$ cat src/rtl/mem_port_arbiter_pkg.sv
// Shared definitions for the load/store memory port arbiter: FSM encoding,
// store-FIFO entry layout and watchdog sizing.
package mem_port_arbiter_pkg;

    localparam int PACK_WIDTH_DEF = 71;

    // Bit positions of the store-FIFO head entry
    localparam int PACK_WR_BIT    = 70;
    localparam int PACK_SIZE_MSB  = 69;
    localparam int PACK_SIZE_LSB  = 68;
    localparam int PACK_WSTRB_MSB = 67;
    localparam int PACK_WSTRB_LSB = 64;
    localparam int PACK_ADDR_MSB  = 63;
    localparam int PACK_ADDR_LSB  = 32;
    localparam int PACK_WDATA_MSB = 31;
    localparam int PACK_WDATA_LSB = 0;

    localparam int WD_WIDTH      = 8;
    localparam int STARVE_WIDTH  = 3;

    typedef struct packed {
        logic        wr;
        logic [1:0]  size;
        logic [3:0]  wstrb;
        logic [31:0] addr;
        logic [31:0] wdata;
    } store_pack_t;

    localparam int PACK_BITS = $bits(store_pack_t);

    typedef enum logic [2:0] {
        IDLE    = 3'd0,
        LD_REQ  = 3'd1,
        LD_WAIT = 3'd2,
        ST_REQ  = 3'd3,
        ST_WAIT = 3'd4
    } arb_state_e;

endpackage

$ cat src/rtl/mem_port_arbiter_watchdog.sv
// Response watchdog: counts cycles spent waiting for data_ok and flags
// when the wait reaches the programmed limit.
module mem_watchdog
    import mem_port_arbiter_pkg::*;
(
    input  logic                clk,
    input  logic                resetn,
    input  logic                enable,
    input  logic                clear,
    input  logic [WD_WIDTH-1:0] limit,
    output logic                expired
);

    logic [WD_WIDTH-1:0] count_q;
    logic [WD_WIDTH-1:0] count_d;

    // Count while enabled, hold at the limit so the counter never wraps
    always_comb begin
        count_d = count_q;
        if (clear) begin
            count_d = '0;
        end else if (enable && (count_q != limit)) begin
            count_d = count_q + 1'b1;
        end
    end

    // Counter register
    always_ff @(posedge clk or negedge resetn) begin
        if (!resetn) begin
            count_q <= '0;
        end else begin
            count_q <= count_d;
        end
    end

    assign expired = enable && (count_q == limit);

endmodule

$ cat src/rtl/mem_port_arbiter.sv
// Arbitrates a load requester and a store FIFO onto one memory bus, with a
// starvation limit on loads, a drain (sync) request and a response watchdog.
module mem_port_arbiter
    import mem_port_arbiter_pkg::*;
#(
    parameter int PACK_WIDTH   = PACK_WIDTH_DEF,
    parameter int STARVE_LIMIT = 4,
    parameter int TIMEOUT      = 255
) (
    input  logic                  clk,
    input  logic                  resetn,
    input  logic [PACK_WIDTH-1:0] fifo_rdata_pack,
    input  logic                  fifo_is_empty,
    input  logic                  fifo_is_full,
    output logic                  fifo_complete,
    input  logic                  ld_req,
    input  logic [1:0]            ld_size,
    input  logic [31:0]           ld_addr,
    output logic                  ld_addr_ok,
    output logic                  ld_data_ok,
    output logic [31:0]           ld_rdata,
    output logic                  data_req,
    output logic                  data_wr,
    output logic [1:0]            data_size,
    output logic [3:0]            data_wstrb,
    output logic [31:0]           data_addr,
    output logic [31:0]           data_wdata,
    input  logic                  data_addr_ok,
    input  logic                  data_data_ok,
    input  logic [31:0]           data_rdata,
    input  logic                  sync_req,
    output logic                  sync_done,
    output logic                  bus_err
);

    localparam logic [STARVE_WIDTH-1:0] STARVE_MAX = STARVE_WIDTH'(STARVE_LIMIT);
    localparam logic [WD_WIDTH-1:0]     WD_LIMIT   = WD_WIDTH'(TIMEOUT);

    arb_state_e state_q, state_d;
    logic [STARVE_WIDTH-1:0] starveCnt_q, starveCnt_d;
    logic        reqWr_q, reqWr_d;
    logic [1:0]  reqSize_q, reqSize_d;
    logic [3:0]  reqWstrb_q, reqWstrb_d;
    logic [31:0] reqAddr_q, reqAddr_d;
    logic [31:0] reqWdata_q, reqWdata_d;
    logic        busErr_q;
    logic        loadGrant;
    logic        storeGrant;
    logic        inWait;
    logic        wdExpired;
    store_pack_t headPack;

    assign headPack = store_pack_t'(fifo_rdata_pack[PACK_BITS-1:0]);
    assign inWait   = (state_q == LD_WAIT) || (state_q == ST_WAIT);

    // IDLE decision: loads win unless draining, the FIFO is full, or loads have starved stores
    always_comb begin
        loadGrant  = 1'b0;
        storeGrant = 1'b0;
        if (state_q == IDLE) begin
            if (ld_req && !sync_req && !fifo_is_full &&
                ((starveCnt_q < STARVE_MAX) || fifo_is_empty)) begin
                loadGrant = 1'b1;
            end else if (!fifo_is_empty) begin
                storeGrant = 1'b1;
            end
        end
    end

    // FSM state register
    always_ff @(posedge clk or negedge resetn) begin
        if (!resetn) begin
            state_q <= IDLE;
        end else begin
            state_q <= state_d;
        end
    end

    // FSM next-state logic
    always_comb begin
        state_d = state_q;
        case (state_q)
            IDLE: begin
                if (loadGrant) begin
                    state_d = LD_REQ;
                end else if (storeGrant) begin
                    state_d = ST_REQ;
                end
            end
            LD_REQ:  if (data_addr_ok) state_d = LD_WAIT;
            LD_WAIT: if (data_data_ok) state_d = IDLE;
            ST_REQ:  if (data_addr_ok) state_d = ST_WAIT;
            ST_WAIT: if (data_data_ok) state_d = IDLE;
            default: state_d = IDLE;
        endcase
    end

    // Capture the granted request so the bus sees stable fields for its whole life
    always_comb begin
        reqWr_d    = reqWr_q;
        reqSize_d  = reqSize_q;
        reqWstrb_d = reqWstrb_q;
        reqAddr_d  = reqAddr_q;
        reqWdata_d = reqWdata_q;
        if (loadGrant) begin
            reqWr_d    = 1'b0;
            reqSize_d  = ld_size;
            reqWstrb_d = 4'd0;
            reqAddr_d  = ld_addr;
            reqWdata_d = 32'd0;
        end else if (storeGrant) begin
            reqWr_d    = headPack.wr;
            reqSize_d  = headPack.size;
            reqWstrb_d = headPack.wstrb;
            reqAddr_d  = headPack.addr;
            reqWdata_d = headPack.wdata;
        end
    end

    // Consecutive loads granted over waiting stores, saturating at the limit
    always_comb begin
        starveCnt_d = starveCnt_q;
        if (fifo_is_empty || storeGrant) begin
            starveCnt_d = '0;
        end else if (loadGrant && (starveCnt_q < STARVE_MAX)) begin
            starveCnt_d = starveCnt_q + 1'b1;
        end
    end

    // Request, starvation and error registers
    always_ff @(posedge clk or negedge resetn) begin
        if (!resetn) begin
            reqWr_q     <= 1'b0;
            reqSize_q   <= '0;
            reqWstrb_q  <= '0;
            reqAddr_q   <= '0;
            reqWdata_q  <= '0;
            starveCnt_q <= '0;
            busErr_q    <= 1'b0;
        end else begin
            reqWr_q     <= reqWr_d;
            reqSize_q   <= reqSize_d;
            reqWstrb_q  <= reqWstrb_d;
            reqAddr_q   <= reqAddr_d;
            reqWdata_q  <= reqWdata_d;
            starveCnt_q <= starveCnt_d;
            busErr_q    <= busErr_q | wdExpired;
        end
    end

    mem_watchdog uWatchdog (
        .clk     (clk),
        .resetn  (resetn),
        .enable  (inWait),
        .clear   (!inWait || data_data_ok),
        .limit   (WD_LIMIT),
        .expired (wdExpired)
    );

    // FSM outputs: bus fields only while requesting, handshakes only in their own state
    always_comb begin
        data_req      = 1'b0;
        data_wr       = 1'b0;
        data_size     = 2'd0;
        data_wstrb    = 4'd0;
        data_addr     = 32'd0;
        data_wdata    = 32'd0;
        ld_addr_ok    = 1'b0;
        ld_data_ok    = 1'b0;
        ld_rdata      = 32'd0;
        fifo_complete = 1'b0;
        case (state_q)
            LD_REQ, ST_REQ: begin
                data_req   = 1'b1;
                data_wr    = reqWr_q;
                data_size  = reqSize_q;
                data_wstrb = reqWstrb_q;
                data_addr  = reqAddr_q;
                data_wdata = reqWdata_q;
                ld_addr_ok = (state_q == LD_REQ) && data_addr_ok;
            end
            LD_WAIT: begin
                if (data_data_ok) begin
                    ld_data_ok = 1'b1;
                    ld_rdata   = data_rdata;
                end
            end
            ST_WAIT: begin
                fifo_complete = data_data_ok;
            end
            default: ;
        endcase
    end

    assign sync_done = resetn && sync_req && (state_q == IDLE) && fifo_is_empty;
    assign bus_err   = busErr_q || wdExpired;

endmodule

$ cat config.mk
export PLATFORM = sky130hd
export DESIGN_NAME = mem_port_arbiter
export DESIGN_NICKNAME = d
export VERILOG_FILES = /design/src/rtl/mem_port_arbiter_pkg.sv /design/src/rtl/mem_port_arbiter_watchdog.sv /design/src/rtl/mem_port_arbiter.sv
export SDC_FILE = /design/constraint.sdc
export NUM_CORES = 1
export LEC_CHECK = 0
export CORE_ASPECT_RATIO = 1.75
export CORE_MARGIN = 8
export CORE_UTILIZATION = 40
export CTS_CLUSTER_DIAMETER = 40
export DETAILED_ROUTE_END_ITERATION = 6
export GPL_TIMING_DRIVEN = 0
export PLACE_DENSITY_LB_ADDON = 0.1
export REMOVE_ABC_BUFFERS = 1
export SLEW_MARGIN = 25
export SYNTH_ARGS = -nofsm -noshare
export SYNTH_HDL_FRONTEND = slang
export SYNTH_HIERARCHICAL = 1
export SYNTH_SLANG_ARGS = --single-unit
$ cat constraint.sdc
create_clock -name clk -period 3 [get_ports clk]
set_clock_uncertainty 0.2 [all_clocks]
set_input_delay 0.6 -clock clk [delete_from_list [all_inputs] [get_ports clk]]
set_output_delay 0.6 -clock clk [all_outputs]
set_load 0.02 [all_outputs]
# == Word-level counts from Yosys, hierarchy flattened ==
# Index checks and enable logic that the tools add are counted.
# W data, S select, Z words.
# totals
ff_bits,86
latchBits,0
ram_bits,0
romBits,0
output_inout_bits,109
n_memories,0
# classes
add_sub_neg,2
n_mul,0
div,0
n_lt_le_gt_ge,1
eq_ne,10
shifts,0
n_mux,37
bitwise_logic,1
reduce_logical,25
# op_table
op,count
$mux W32,8
$mux W3,7
$mux W8,2
$mux W1,13
$mux W4,3
$pmux W3 S4,1
$logic_and A1 B1 Y1,10
$add A8 B1 Y8 const B,1
$eq A8 B8 Y1 const B,1
$ne A8 B8 Y1 const B,1
$eq A3 B2 Y1 const B,2
$mux W2,3
$reduce_bool A2 Y1,3
$logic_or A1 B1 Y1,5
$ne A2 B2 Y1 const B,2
$reduce_and A4 Y1,1
$reduce_or A2 Y1,2
$add A3 B1 Y3 const B,1
$eq A3 B1 Y1 const B,1
$eq A3 B3 Y1 const B,1
$logic_not A1 Y1,3
$logic_not A3 Y1,1
$lt A3 B3 Y1 const B,1
$ne A3 B3 Y1 const B,1
2 further kinds,2

# == Depth between registers and ports, before layout ==
# Gate-level depths: netlist of the first run.
# logic_depth
word_depth,9
mapped_depth,7
depth_no_buf,5

# == Cells and area by module ==
# The synthesis of the first run kept the hierarchy.
# by_module_without_submodules
module,instances,cells_each,area_each_um2,seq_area_each_um2
mem_port_arbiter,1,437,4269.1,1951.9
mem_watchdog,1,59,591.8,200.2

# == Worst setup path after synthesis of the first run ==
# No wires, ideal clock.
# synth_timing
path_type,in2out
start,in data_data_ok
end,out ld_rdata[10]
arrival_ns,1.870
t_required_ns,2.200
path_slack_ns,0.330
path_stages,4
path_buffers,1
path_cell_list,inv_1 -> nor4b_1 -> clkbuf_1 -> and2_1
# synth_via
elab_chain_len,2
# synth_lines
item,line_no,source
"start, declared",mem_port_arbiter.sv:29,"input logic data_data_ok,"
$mux W32,mem_port_arbiter.sv:183,if (data_data_ok) begin
$mux W32,mem_port_arbiter.sv:172,case (state_q)
"end, declared",mem_port_arbiter.sv:21,"output logic [31:0] ld_rdata,"
# No other way between the ends.

# == Worst setup path after layout of the first run ==
# layout_timing
start,reg uWatchdog.count_q[0]
end,out bus_err
# layout_via
elab_chain_len,3
# layout_lines
item,line_no,source
"start, declared",mem_port_arbiter_watchdog.sv:14,logic [WD_WIDTH-1:0] count_q;
"start signal, assigned",mem_port_arbiter_watchdog.sv:32,count_q <= count_d;
$eq A8 B8 Y1,mem_port_arbiter_watchdog.sv:36,assign expired = enable && (count_q == limit);
$logic_and A1 B1 Y1,mem_port_arbiter_watchdog.sv:36,
via wdExpired,mem_port_arbiter.sv:50,logic wdExpired;
$logic_or A1 B1 Y1,mem_port_arbiter.sv:196,assign bus_err = busErr_q || wdExpired;
"end, declared",mem_port_arbiter.sv:33,output logic bus_err
# The timed path passes the listed nets, and every way through them passes these cells.

==> results of run 1 <==
-- cells by family (layout without fill, tap and decap cells) --
group                      Yosys count  in the layout  synth area share
and+or+nand+nor                    188            188             0.224
AOI/OAI and AO/OA                  121            121             0.219
DFF                                 86             86             0.443
buffers and inverters               80            324            0.0721
xor gates and xnor gates            10             10            0.0180
muxes                                8              8            0.0183
adders and majority gates            2              2           0.00515
other                                1              8          0.000771
-- path summary, 6_finish.rpt --
check                                                 start                        to
max in group asynchronous                            resetn    state_q[2]$_DFFE_PN0P_
setup reg to reg                     state_q[0]$_DFFE_PN0P_  reqAddr_q[3]$_DFFE_PN0P_
min in group asynchronous                            resetn  reqSize_q[1]$_DFFE_PN0P_
setup / recovery           uWatchdog/count_q[0]$_DFFE_PN0P_                   bus_err
hold / removal                           busErr_q$_DFF_PN0_        busErr_q$_DFF_PN0_
hold reg to reg                          busErr_q$_DFF_PN0_        busErr_q$_DFF_PN0_
-- cell type report --
class | instances | area share
clock buffers | 9 | 0.0289
flip-flops and latches | 86 | 0.277
repair buffers | 266 | 0.328
inverters | 39 | 0.0193
well taps | 137 | 0.0220
repair inverters | 3 | 0.00289
multi-input cells | 337 | 0.315
clock inverters | 7 | 0.00722
-- report_power, final --
group | switching [uW] | leakage, uW | internal (uW) | total [uW]
logic | 1850 | 0.00221 | 1760 | 3610
clock network | 502 | 0.000142 | 575 | 1080
registers | 283 | 0.00108 | 1640 | 1920
-- worst register-to-register path: stages (launching register included) --
cell and delay, ns:
dfrtp_2 0.48, or3_4 0.50, or3_2 0.80, o221a_2 0.42
-- stage by stage --
stage	cells	instance area, sq um	setup TNS [ns]	power (uW)	hold slack [ns]
after floorplan	462	4680	-37.83	3930	0.104
after global placement	852	7390	-384.98	5310	0.238
after detailed placement	859	7500	-41.47	5510	0.235
after CTS	883	7810	-0.176	6680	0.251
after global routing	884	7800	-0.0531	7020	0.284
final	884	7800	0	6620	0.246
-- timing repair --
action,CTS,global route
setup buffers,4,0
endpoints found under the hold margin,12,0
pin swaps,3,1
hold buffers,1,0
gates resized for setup,92,49
gates cloned,3,1
setup endpoints to repair,74,67
-- per-layer routing --
layer	share of wire	track usage	wire length, um
met1	0.39	0.228	6690
met2	0.50	0.364	8620
met3	0.087	0.0729	1490
met4	0.016	0.0575	279
met5	0	0	0
-- registers in the layout (all words and copies together), names as in the netlist, 2 cells and up --
register and flops:
reqSize_q 2, reqAddr_q 32, uWatchdog/count_q 8, starveCnt_q 3
reqWdata_q 32, state_q 3, reqWstrb_q 4
-- placed cells by master (no fill, tap or decap), types with 5 or more instances in the layout --
cell	count
nand2_1	9
a22oi_1	34
clkbuf_2	13
and2_1	68
clkbuf_16	9
xor2_2	5
conb_1	8
a22o_1	37
buf_4	9
nor2_1	45
buf_2	14
a21oi_1	7
dfrtp_1	82
nor2b_1	41
clkdlybuf4s50_1	217
inv_1	37
o221a_1	30
==> metrics.cfg, run 1 <==
[yosys]
syn_avg_cell_area_sq_um=9.80
synthTopCellsByCount=86 x dfrtp_1, 69 x and2_1, 46 x nor2_1, 41 x nor2b_1, 39 x inv_1
synth-async-reset-ratio=1.00
yosys_warnings=6
ys_types=39
yosysMostFrequentCell=dfrtp_1
synth_edf_count=0
yosysTopAreaCellShare=0.443
syn_area_sq_um=4860
synth_seq_cells=86
ys_top_cells_by_area=dfrtp_1 44%, and2_1 8.9%, o221a_1 6.9%, a22o_1 6.7%, nor2b_1 5.3%
netlist.top_cell.by_area=dfrtp_1
syn_inst=496
yosysSeqAreaShare=0.443
ys.flop_type=dfrtp_1

[floorplan]
die_y_um=162
pin_count=254
die_x_um=99.3
fp.coreArea_sq_um=11900
dieArea_sq_um=16100
start_util=0.407
rows=53

[routing]
vias_per_cell=5.28
postRouteAntennaNets=0
wire_per_inst_um=19.3
drt-pass1-iter-count=4
drc=0
dr_total_vias=4666
drt-initial-drc-count=178
wl_mm=17.1

[min_path]
hold_class=reg2reg
hold_path_depth=1

[power_and_ir_drop]
ir_worst_vdd_v=0.000464
p_leak_uw=0.00343
power_density_nw_per_um2=849

[sta]
rsz0062_at_grt=true
tightest_slew_ns=0.870
fmax_mhz=340
drv_slew=0
postLayoutSetupSlackWorst_ns=0.0567
period_share=0.981
min_period_ns=2.94
hold_violations=0
relSlewSlack=0.420
finalSetupViolCount=0

[placed_design]
post-place-ws_ns=-0.982
gp_congestion=0.784
port_buffers=253
hpwl_mm=12.3

[job]
cap_violations=0

[status]
status=completed

[final_layout]
nNetsFinal=889
layout-drive-gt1-share=0.129
postLayoutCoreUtil=0.653
regArea_sq_um=2160
multi_input_area_sq_um=2460
syn2layout_area_growth_pct=60.4
fillers=1005
num_antenna_cells=0

[grt]
grt_pass1_vias=4903
grt_max_degree=75
antenna_found_initial=0
grt_pass1_wl_mm=26.5
grt_use_total=0.207
grt_overflow=0

[clocking]
htreeDepth=3
cts_made_buffers=9
cts-root-buf=clkbuf_16
cts_sinks=86
tritoncts=built
clkLatencyLatePin_ns=0.34
cts_buffer_depth=2
clk_pin_slew_ns=0.07

[setup_path]
critical_path.max_fanout=7
cp.required_ns=2.20
start_kind=flop
cp.depth=5
cp-end-kind=primary output
slowest_stage=clkdlybuf4s50_1
critPathKind=reg2out
crit_buf_inv=1
cp.arrival_ns=2.14
rrSetupSlack_ns=0.48
r2r_cells=3
path_delay_family=simple AND/OR/NAND/NOR gates
cpPeakStageDelay_ns=0.54
crit_chain=xor2_2 -> nor4_4 -> and3_1 -> or2_2 -> clkdlybuf4s50_1

Note: power is estimated with default switching activity, not from simulation.
==> inputs of run 2 (changes only) <==
--- a/config.mk
+++ b/config.mk
@@ -8,7 +8,6 @@
 export CORE_ASPECT_RATIO = 1.75
 export CORE_MARGIN = 8
 export CORE_UTILIZATION = 40
-export CTS_CLUSTER_DIAMETER = 40
 export DETAILED_ROUTE_END_ITERATION = 6
 export GPL_TIMING_DRIVEN = 0
 export PLACE_DENSITY_LB_ADDON = 0.1
==> results of run 2 <==
Final layout, timing and power as in run 1 (identical DEF).
==> inputs of run 3 (changes only) <==
--- a/config.mk
+++ b/config.mk
@@ -6,7 +6,7 @@
 export NUM_CORES = 1
 export LEC_CHECK = 0
 export CORE_ASPECT_RATIO = 1.75
-export CORE_MARGIN = 8
+export CORE_MARGIN = 3
 export CORE_UTILIZATION = 40
 export DETAILED_ROUTE_END_ITERATION = 6
 export GPL_TIMING_DRIVEN = 0
==> constraint.sdc (replaced) <==
create_clock -name clk -period 3.1 [get_ports clk]
set_clock_uncertainty 0.2 [all_clocks]
set_input_delay 0.62 -clock clk [delete_from_list [all_inputs] [get_ports clk]]
set_output_delay 0.62 -clock clk [all_outputs]
set_load 0.02 [all_outputs]
==> run 3 against run 2 <==
  * Clock-buffer cell count is the same
  * Cell count grew 1.1%
  * Combinational power grew 1%
  * Hold slack lost 0.19 ns
  * Core utilization grew 2.5 points
  * Clock power shrank 6%
  * Sequential power shrank 4%
  * Register-to-register slack is essentially flat
  * Largest cell class unchanged
==> metrics.cfg, run 3 (synthesized netlist as in run 1, its figures left out) <==
[final_layout]
reg_top3=reqAddr_q: 32 flops, reqWdata_q: 32 flops, uWatchdog/count_q: 8 flops
fillers=963
fin_cells=894
layout-drive-gt1-share=0.112
final_common_cell=clkdlybuf4s50_1
syn2layout_area_growth_pct=63.5
num_antenna_cells=0
nNetsFinal=901
final_cell_mix=213 x clkdlybuf4s50_1, 84 x dfrtp_1, 69 x and2_1

[placed_design]
gp_congestion=0.821
post-place-ws_ns=-0.697
dp_cells=857
port_buffers=253
hpwl_mm=11.2

[power_and_ir_drop]
power_density_nw_per_um2=820
p_total_uw=6520
ir_worst_vdd_v=0.000417
p_leak_uw=0.00350

[clocking]
cts_made_buffers=9
clk_pin_slew_ns=0.07
tritoncts=built
clkLatencyLatePin_ns=0.33
cts_sinks=86
cts-root-buf=clkbuf_16
htreeDepth=3
cts_buffer_depth=2

[sta]
finalSetupViolCount=0
min_period_ns=3.02
period_share=0.975
relSlewSlack=0.413
rsz0062_at_grt=true
fmax_mhz=331
postLayoutSetupSlackWorst_ns=0.0785
hold_violations=0
setup_tns_ns=0
tightest_slew_ns=0.869
drv_slew=0

[routing]
vias_per_cell=5.29
drt-initial-drc-count=264
postRouteAntennaNets=0
drt-pass1-iter-count=4
dr_total_vias=4726
wire_per_inst_um=18.5
drc=0
wl_mm=16.6

[setup_path]
cp.arrival_ns=2.20
cp.required_ns=2.28
start_kind=primary input
rrSetupSlack_ns=0.48
cp-end-kind=primary output
critical_path.max_fanout=15
critPathKind=in2out

[min_path]
hold_class=in2async

[grt]
grt_overflow=0
grt_pass1_wl_mm=25.2
grt_use_total=0.235
antenna_found_initial=0
grt_pass1_vias=4974
grt_max_degree=69

[floorplan]
start_util=0.415
die_x_um=89.3
fp.coreArea_sq_um=11700
pin_count=254
die_y_um=152
rows=52
dieArea_sq_um=13600

[job]
cap_violations=0

[status]
status=completed

==> run 3: per-stage QoR <==
stage	hold slack (ns)	cell area, sq um	util
2_1_floorplan	0.124	4680	-
3_3_place_gp	0.241	7380	0.631
3_5_place_dp	0.236	7500	0.641
4_1_cts	0.0775	7860	0.671
5_1_grt	0.0817	7950	0.679
6_report	0.0606	7950	0.679
==> run 3: routing by layer <==
metal  GRT usage  vias to the layer above  routed length [um]
met5           0                        -                   0
met2       0.415                      194                9000
met3      0.0553                       27                1030
met4      0.0717                        0                 350
li1            -                     2241                   -
met1       0.273                     2264                6200
==> run 3: area by class of cell <==
type / count / area [sq um] / share of cell area
flip-flops and latches: 86 / 2150 / 0.271
clock inverters: 7 / 50.0 / 0.00630
inverters: 39 / 150 / 0.0189
multi-input cells: 337 / 2420 / 0.304
well taps: 135 / 169 / 0.0213
repair inverters: 6 / 45.0 / 0.00567
repair buffers: 275 / 2740 / 0.344
clock buffers: 9 / 225 / 0.0283
==> run 3: worst paths after layout <==
check                                       start                    endpoint  depth (start not counted)
hold reg to reg                busErr_q$_DFF_PN0_          busErr_q$_DFF_PN0_                          1
setup reg to reg           state_q[0]$_DFFE_PN0P_    reqAddr_q[2]$_DFFE_PN0P_                          4
min in group clk               busErr_q$_DFF_PN0_          busErr_q$_DFF_PN0_                          1
setup / recovery                     data_data_ok                ld_rdata[22]                          7
hold / removal                             resetn  reqWdata_q[20]$_DFFE_PN0P_                          2
max in group asynchronous                  resetn    reqAddr_q[2]$_DFFE_PN0P_                          2
==> run 3: power breakdown <==
group	total (uW)	leakage (uW)	switching (uW)	internal [uW]
combinational	3660	0.00229	1850	1810
sequential	1850	0.00108	266	1590
clock	1010	0.000128	461	544
total	6520	0.00350	2580	3940
==> run 3: worst max-delay path, stage by stage <==
cell             delay, ns
clkdlybuf4s50_1       0.48
inv_1                 0.10
nor4b_4               0.26
buf_6                 0.16
buf_4                 0.17
and2_1                0.14
clkdlybuf4s15_2       0.26
==> run 3: repair_timing <==
action | CTS | global route
cloned | 3 | 4
resized for setup | 76 | 21
endpoints found under the setup margin | 74 | 51
hold endpoints to repair | 19 | 0
pin swaps | 3 | 1
hold buffers | 1 | 0
buffers inserted | 5 | 8
